`src/rtl/delay_pipe.sv`:
```
// delay_pipe: stallable DEPTH-stage delay line carrying a data word plus a
// valid flag. Used to skew operands and partial products between rows of the
// finite-field systolic multiplier.
//
// Optional feature macro: DELAY_PIPE_OCC_EN
//   defined     -> occ counts the stages holding valid data; empty = (occ == 0)
//   not defined -> counter compiled out, occ tied to 0, empty tied to 1
//
// Valid semantics: in_vld qualifies d on any rising edge where en = 1 and
// flush = 0. There is no ready; the pipe always accepts, and the word in the
// last stage is dropped on every advance. out_vld qualifies q for as long as
// it is held.
module delay_pipe #(
  parameter int WIDTH = 32,
  parameter int DEPTH = 4,
  localparam int OCCW = $clog2(DEPTH + 1)
) (
  input  logic             clk,
  input  logic             rst,
  input  logic             en,
  input  logic             flush,
  input  logic [1:WIDTH]   d,
  input  logic             in_vld,
  output logic [1:WIDTH]   q,
  output logic             out_vld,
  output logic [OCCW-1:0]  occ,
  output logic             empty
);

  // Stage 1 is the input end, stage DEPTH drives q/out_vld.
  logic [1:WIDTH] stage_data [1:DEPTH];
  logic           stage_vld  [1:DEPTH];

  // Shift register: flush clears, en advances, otherwise hold. Bubbles enter
  // as zero data so downstream rows never see stale operands.
  always_ff @(posedge clk or negedge rst) begin
    if (!rst) begin
      for (int k = 1; k <= DEPTH; k++) begin
        stage_data[k] <= '0;
        stage_vld[k]  <= 1'b0;
      end
    end else if (flush) begin
      for (int k = 1; k <= DEPTH; k++) begin
        stage_data[k] <= '0;
        stage_vld[k]  <= 1'b0;
      end
    end else if (en) begin
      stage_data[1] <= in_vld ? d : '0;
      stage_vld[1]  <= in_vld;
      for (int k = 2; k <= DEPTH; k++) begin
        stage_data[k] <= stage_data[k-1];
        stage_vld[k]  <= stage_vld[k-1];
      end
    end
  end

  assign q       = stage_data[DEPTH];
  assign out_vld = stage_vld[DEPTH];

`ifdef DELAY_PIPE_OCC_EN
  logic [OCCW-1:0] occ_r;

  // Occupancy tracks entries minus exits on each advance; a simultaneous
  // entry and exit leaves it unchanged.
  always_ff @(posedge clk or negedge rst) begin
    if (!rst) begin
      occ_r <= '0;
    end else if (flush) begin
      occ_r <= '0;
    end else if (en) begin
      case ({in_vld, stage_vld[DEPTH]})
        2'b10:   occ_r <= occ_r + OCCW'(1);
        2'b01:   occ_r <= occ_r - OCCW'(1);
        default: occ_r <= occ_r;
      endcase
    end
  end

  assign occ   = occ_r;
  assign empty = (occ_r == '0);
`else
  assign occ   = '0;
  assign empty = 1'b1;
`endif

endmodule
```
`config.mk`:
```
export PLATFORM = sky130hd
export DESIGN_NAME = delay_pipe
export DESIGN_NICKNAME = d
export VERILOG_FILES = /design/src/rtl/delay_pipe.sv
export SDC_FILE = /design/constraint.sdc
export NUM_CORES = 1
export LEC_CHECK = 0
export BUFFER_PORTS_ARGS = -buffer_cell sky130_fd_sc_hd__buf_2
export CORE_MARGIN = 1
export CORE_UTILIZATION = 43
export CTS_BUF_LIST = sky130_fd_sc_hd__clkbuf_4
export CTS_CLUSTER_SIZE = 28
export DETAILED_ROUTE_END_ITERATION = 16
export MAX_ROUTING_LAYER = met4
export PLACE_DENSITY = 0.6
export SETUP_SLACK_MARGIN = 0.5
export SYNTH_ARGS = -nofsm -noshare
export SYNTH_HDL_FRONTEND = slang
export SYNTH_SLANG_ARGS = --single-unit
```
`constraint.sdc`:
```
create_clock -name clk -period 0.9 [get_ports clk]
set_clock_uncertainty 0.15 [all_clocks]
set_input_delay 0.18 -clock clk [delete_from_list [all_inputs] [get_ports clk]]
set_output_delay 0.18 -clock clk [all_outputs]
set_load 0.02 [all_outputs]
```
==> flow_summary.yaml, run 1 <==
route:
  vias: 3599
  firstDrtPassIters: 5
  post_drt_via_cell_ratio: 4.844
  drcViolationCount: 0
  wl_per_cell_um: 13.37
  ant_nets: 0
  wl_um: 9936
  drt_iter0_drc: 188
global_route:
  grt_pass1_vias: 3583
  grt_max_degree: 47
  antenna_found_initial: 0
  grt_overflow: 0
  grtUsageTotal_pct: 16.34
  grt_pass1_wl_um: 17460
cells_and_area:
  stdcell_area_mm2: 0.006807
  fin_util_pct: 53.07
  drive_above_1_share_pct: 27.32
  area_growth_syn_to_layout_pct: 18.70
  fillCellCount: 1174
  n_antenna_cell: 0
  layout.nets: 595
worst_setup_path:
  cp.arrival_ps: 1110
  critical_path.max_stage_delay_ps: 430
  crit_path_start_kind: "flop"
  crit_path_max_fanout: 2
  r2r_slack_ps: -180
  cp_data_required_time_ps: 570
  cp_num_buf_inv: 1
  crit_type: "reg2out"
  slowest_stage: "dfrtp_1"
  worstPathCellList: "buf_6"
  regToRegStartpoint: "q[17]"
  end_kind: "output pin"
  path_delay_family: "flip-flops"
  rr_worst_depth: 4
  r2r_end: "q[17]"
clocking:
  cts_tree: "yes"
  numCtsBuffers: 17
  clk_latency_ps: 540
  clock_sinks: 132
  ctsHtreeMaxLevel: 4
  clockRootBuffer: "clkbuf_4"
  path_clk_slew_ps: 130
  cts_max_path_buffers: 2
timing:
  finalMaxSlewViolations: 0
  period_share_pct: 160.4
  worst_slack_ps: -543.6
  fmax_mhz: 692.7
  rsz0062_at_grt: "yes"
  fin_hold_ws_ps: -662.3
  final_hold_viol_count: 251
  fin_crit_ps: 1444
  setup_viol: 48
run_status:
  violations: "hold timing, setup timing"
  status: "complete, but fails checks"
pwr:
  ir_worst_vdd_mv: 1.392
  total_power_uw: 10760
  p_per_area_mw_per_mm2: 1581
  p_leak_uw: 0.003418
logic_synthesis:
  seq_area_frac_synth_pct: 57.60
  ys_types: 11
  avgSynthCellArea_um2: 11.40
  yosys.area.top_type: "dfrtp_1"
  syn_area_mm2: 0.005734
  synth_top_area_share_pct: 57.60
  ys_warn_count: 0
  ys_seq_elements: 132
  synth_area_leaders: "dfrtp_1 (58%), mux2i_1 (17%), nor2_1 (6.5%), buf_4 (5.5%), nand2b_1 (3.5%)"
  netlist_instances: 503
placed_design:
  dpl_cell_area_mm2: 0.006106
  routabilityCongestion: 0.7036
  dp_hpwl_um: 6295
  portBuffers: 69
min_path:
  hold_class: "in2async"
die:
  row_count: 41
  core_mm2: 0.01282
  initial_core_util_pct: 44.71
  die_y_um: 117.5
  dieArea_mm2: 0.01380
  die_w_um: 117.5
  pin_count: 74
job:
  drv_cap: 0
-- power by group --
group	switching (µW)	internal, µW
sequential	54.8	6030
clock	2140	1610
combinational	527	397
-- area by class of cell --
cell class,instances,area (µm²),share of cell area [%]
clock inverter,15,141.4,2.077
sequential,132,3304,48.55
tap,172,215.2,3.162
timing repair buffer,107,1040,15.28
multi-input combinational,300,1978,29.06
clock buffer,17,127.6,1.875
-- layout by cell type (no fill, tap or decap), types with 4 or more instances in the layout --
master / n
buf_2: 33
dfrtp_1: 131
buf_12: 12
buf_4: 17
clkinvlp_4: 4
buf_6: 45
a21oi_1: 17
clkinv_2: 6
nand3_1: 30
conb_1: 4
clkbuf_4: 17
nand2b_1: 32
a21oi_2: 15
nor2_1: 100
mux2i_1: 100
-- state kept, by name, indices dropped and copies added (netlist names) --
| register | flops |
|---|---|
| stage_data | 96 |
| out_vld | 1 |
| q | 32 |
| stage_vld | 3 |
-- metrics by stage --
step / hold WS, ps / std cells / worst slack (ps) / setup TNS (ps)
floorplan: -265.6 / 505 / -40.82 / -2934
global placement: -102.3 / 694 / -228.1 / -24380
detailed placement: -102.2 / 694 / -266.3 / -26520
CTS: -714.3 / 740 / -594.2 / -19520
global route: -726.9 / 743 / -622.0 / -21620
finish: -662.3 / 743 / -543.6 / -17740
-- routing by layer --
| metal | global-route usage (%) | wire (µm) | vias up |
|---|---|---|---|
| li1 | - | - | 1740 |
| met1 | 21.33 | 4709 | 1776 |
| met2 | 23.37 | 4576 | 67 |
| met3 | 6.105 | 501 | 16 |
| met4 | 5.529 | 149 | 0 |
| met5 | - | 0 | - |
-- what timing repair did --
action,in CTS,in global routing
endpoints found under the hold margin,264,264
setup buffers,14,3
setup endpoints to repair,165,165
pin swaps,4,21
resized for setup,68,24
-- worst max path at each step --
stage                     start             end  slack [ps]  cells after the start
after CTS                 q[14]           q[14]        -590                      1
after global placement       en           q[32]        -230                      4
after floorplan              en    stage_vld[3]         -40                      4
final                     q[14]           q[14]        -540                      1
after detailed placement     en  stage_data[33]        -270                      4
after global routing      q[14]           q[14]        -620                      1
-- Yosys cell counts --
master,count
buf_6,10
mux2i_1,100
nand3_1,32
conb_1,2
a21oi_1,32
buf_4,42
nand2b_1,32
dfrtp_1,132
clkbuf_1,5
nor2_1,100
buf_2,16
-- kinds of logic (layout without fill, tap and decap cells) --
kind of cell | count (synthesis) | in the layout | share of synthesized area (%)
DFF | 132 | 132 | 57.60
muxes | 100 | 100 | 17.46
and+or+nand+nor | 164 | 164 | 12.83
buffers and inverters | 73 | 139 | 9.186
other | 2 | 4 | 0.1310
AOI/OAI and AO/OA | 32 | 32 | 2.793
No activity file was read; power rests on OpenSTA's default activity.
==> run 2, diff against run 1 <==
==> constraint.sdc (replaced) <==
create_clock -name clk -period 1.56 [get_ports clk]
set_clock_uncertainty 0.15 [all_clocks]
set_input_delay 0.312 -clock clk [delete_from_list [all_inputs] [get_ports clk]]
set_output_delay 0.312 -clock clk [all_outputs]
set_load 0.02 [all_outputs]
==> flow_summary.yaml, run 2 (synthesis results as in run 1) <==
global_route:
  grt_pass1_wl_um: 17170
  antenna_found_initial: 0
  grt_overflow: 0
  grt_pass1_vias: 3597
  grt_max_degree: 71
  grtUsageTotal_pct: 16.21
route:
  drt_iter0_drc: 169
  vias: 3688
  ant_nets: 0
  wl_per_cell_um: 13.11
  drcViolationCount: 0
  firstDrtPassIters: 4
  wl_um: 10150
  post_drt_via_cell_ratio: 4.765
worst_setup_path:
  crit_path_max_fanout: 2
  end_kind: "output pin"
  r2r_end: "q[24]"
  cp_num_buf_inv: 1
  crit_type: "reg2out"
  cp.arrival_ps: 1090
  regToRegStartpoint: "q[24]"
  r2r_slack_ps: 450
  slowest_stage: "dfrtp_1"
  rr_worst_depth: 4
  crit_path_start_kind: "flop"
  cp_data_required_time_ps: 1100
  critical_path.max_stage_delay_ps: 420
  path_delay_family: "flip-flops"
  worstPathCellList: "buf_6"
timing:
  rsz0062_at_grt: "yes"
  final_hold_viol_count: 0
  finalMaxSlewViolations: 0
  relSlewSlack_pct: 64.37
  tightestPinTransition_ps: 534.4
  fmax_mhz: 645.4
  fin_crit_ps: 1550
  period_share_pct: 99.33
  setup_viol: 0
job:
  drv_cap: 0
pwr:
  power_frac_comb_pct: 9.2
  netSwitchingFraction_pct: 24.05
  p_seq_share_pct: 58.3
  p_leak_uw: 0.003541
  switchingPower_uw: 1447
  p_per_area_mw_per_mm2: 865.2
  p_clk_share_pct: 32.4
  p_int_uw: 4569
  ir_worst_vdd_mv: 0.6770
clocking:
  cts_max_path_buffers: 2
  numCtsBuffers: 17
  clk_latency_ps: 520
  cts_tree: "yes"
  clockRootBuffer: "clkbuf_4"
  clock_sinks: 132
  path_clk_slew_ps: 100
  ctsHtreeMaxLevel: 4
min_path:
  holdPathEnd: "stage_data[64]"
  worstHoldStart: "en"
  whs_path_depth: 3
  hold_class: "in2reg"
die:
  dieArea_mm2: 0.01380
  die_w_um: 117.5
  die_y_um: 117.5
  pin_count: 74
  row_count: 41
  core_mm2: 0.01282
  initial_core_util_pct: 44.71
cells_and_area:
  layout_commonest_cell: "dfrtp_1"
  mostFrequentLayoutCells: "dfrtp_1 (132), mux2i_1 (100), nor2_1 (100)"
  drive_above_1_share_pct: 21.59
  area_growth_syn_to_layout_pct: 21.25
  final_cells: 774
  fin_util_pct: 54.21
  top_register: "stage_data"
  n_antenna_cell: 0
  largest_reg_flops: 96
  layout.nets: 627
placed_design:
  dp_hpwl_um: 5934
  dpl.cell_count: 686
  routabilityCongestion: 0.6669
  portBuffers: 69
run_status:
  status: "complete, no violations"
run 2: changes by cell type in the layout (fill, tap and decap cells not counted), moves of 5 or more:
cell	change
buf_4	+8
clkbuf_4	+5
a21oi_2	-15
dlygate4sd3_1	+34
a21oi_1	+15
buf_6	-7
run 2: layout make-up:
| class | count | area (µm²) |
|---|---|---|
| multi-input cells | 300 | 1912 |
| fillers | 1130 | 5872 |
| clock inverters | 9 | 63.81 |
| flip-flops and latches | 132 | 3303 |
| repair buffers | 139 | 1294 |
| clock buffers | 22 | 165.2 |
| well taps | 172 | 215.2 |
run 2: power by group through the flow:
stage | Combinational, µW | Sequential [µW] | Clock [µW]
after CTS | 562 | 3510 | 2050
after detailed placement | 489 | 3580 | 0
after floorplan | 349 | 3570 | 0
final | 555 | 3510 | 1950
after global routing | 613 | 3520 | 2200
after global placement | 481 | 3570 | 0
run 2: worst max-delay path by stage:
stage,start,endpoint,slack [ps],depth (start not counted)
finish,out_vld,out_vld,10,1
CTS,out_vld,out_vld,-70,1
global placement,en,q[31],230,4
detailed placement,en,stage_data[40],200,4
floorplan,en,stage_vld[3],490,4
global route,out_vld,out_vld,-90,1
run 2: metrics by stage:
step	instance area, µm²	hold slack, ps	total power, µW	setup WS, ps	TNS, ps
after floorplan	5818	-133.6	3918	487.2	0
after global placement	5984	220.0	4055	230.8	0
after detailed placement	5984	216.5	4065	195.5	0
after CTS	6880	-60.16	6128	-68.54	-1129
after global routing	6953	4.227	6335	-89.82	-1863
final	6953	54.11	6016	10.49	0
run 2: routing by layer:
layer / vias to the layer above / GRT usage [%] / share of wire, %
met2: 80 / 23.67 / 46
met1: 1787 / 20.78 / 48
li1: 1805 / - / -
met3: 16 / 5.136 / 4.0
met5: - / - / 0
met4: 0 / 6.971 / 1.5
run 2: timing repair:
action / 4_1_cts / 5_1_grt
pin swaps: 0 / 5
hold endpoints to repair: 179 / 1
buffers inserted: 16 / 6
gates cloned: 0 / 0
gates resized for setup: 66 / 5
setup endpoints to repair: 33 / 48
hold buffers: 34 / 1
run 2: worst min-delay path, delay by kind of cell:
| family | cells | cell delay (ps) |
|---|---|---|
| muxes | 1 | 160 |
| buffers and inverters | 1 | 160 |
| and+or+nand+nor | 1 | 50 |
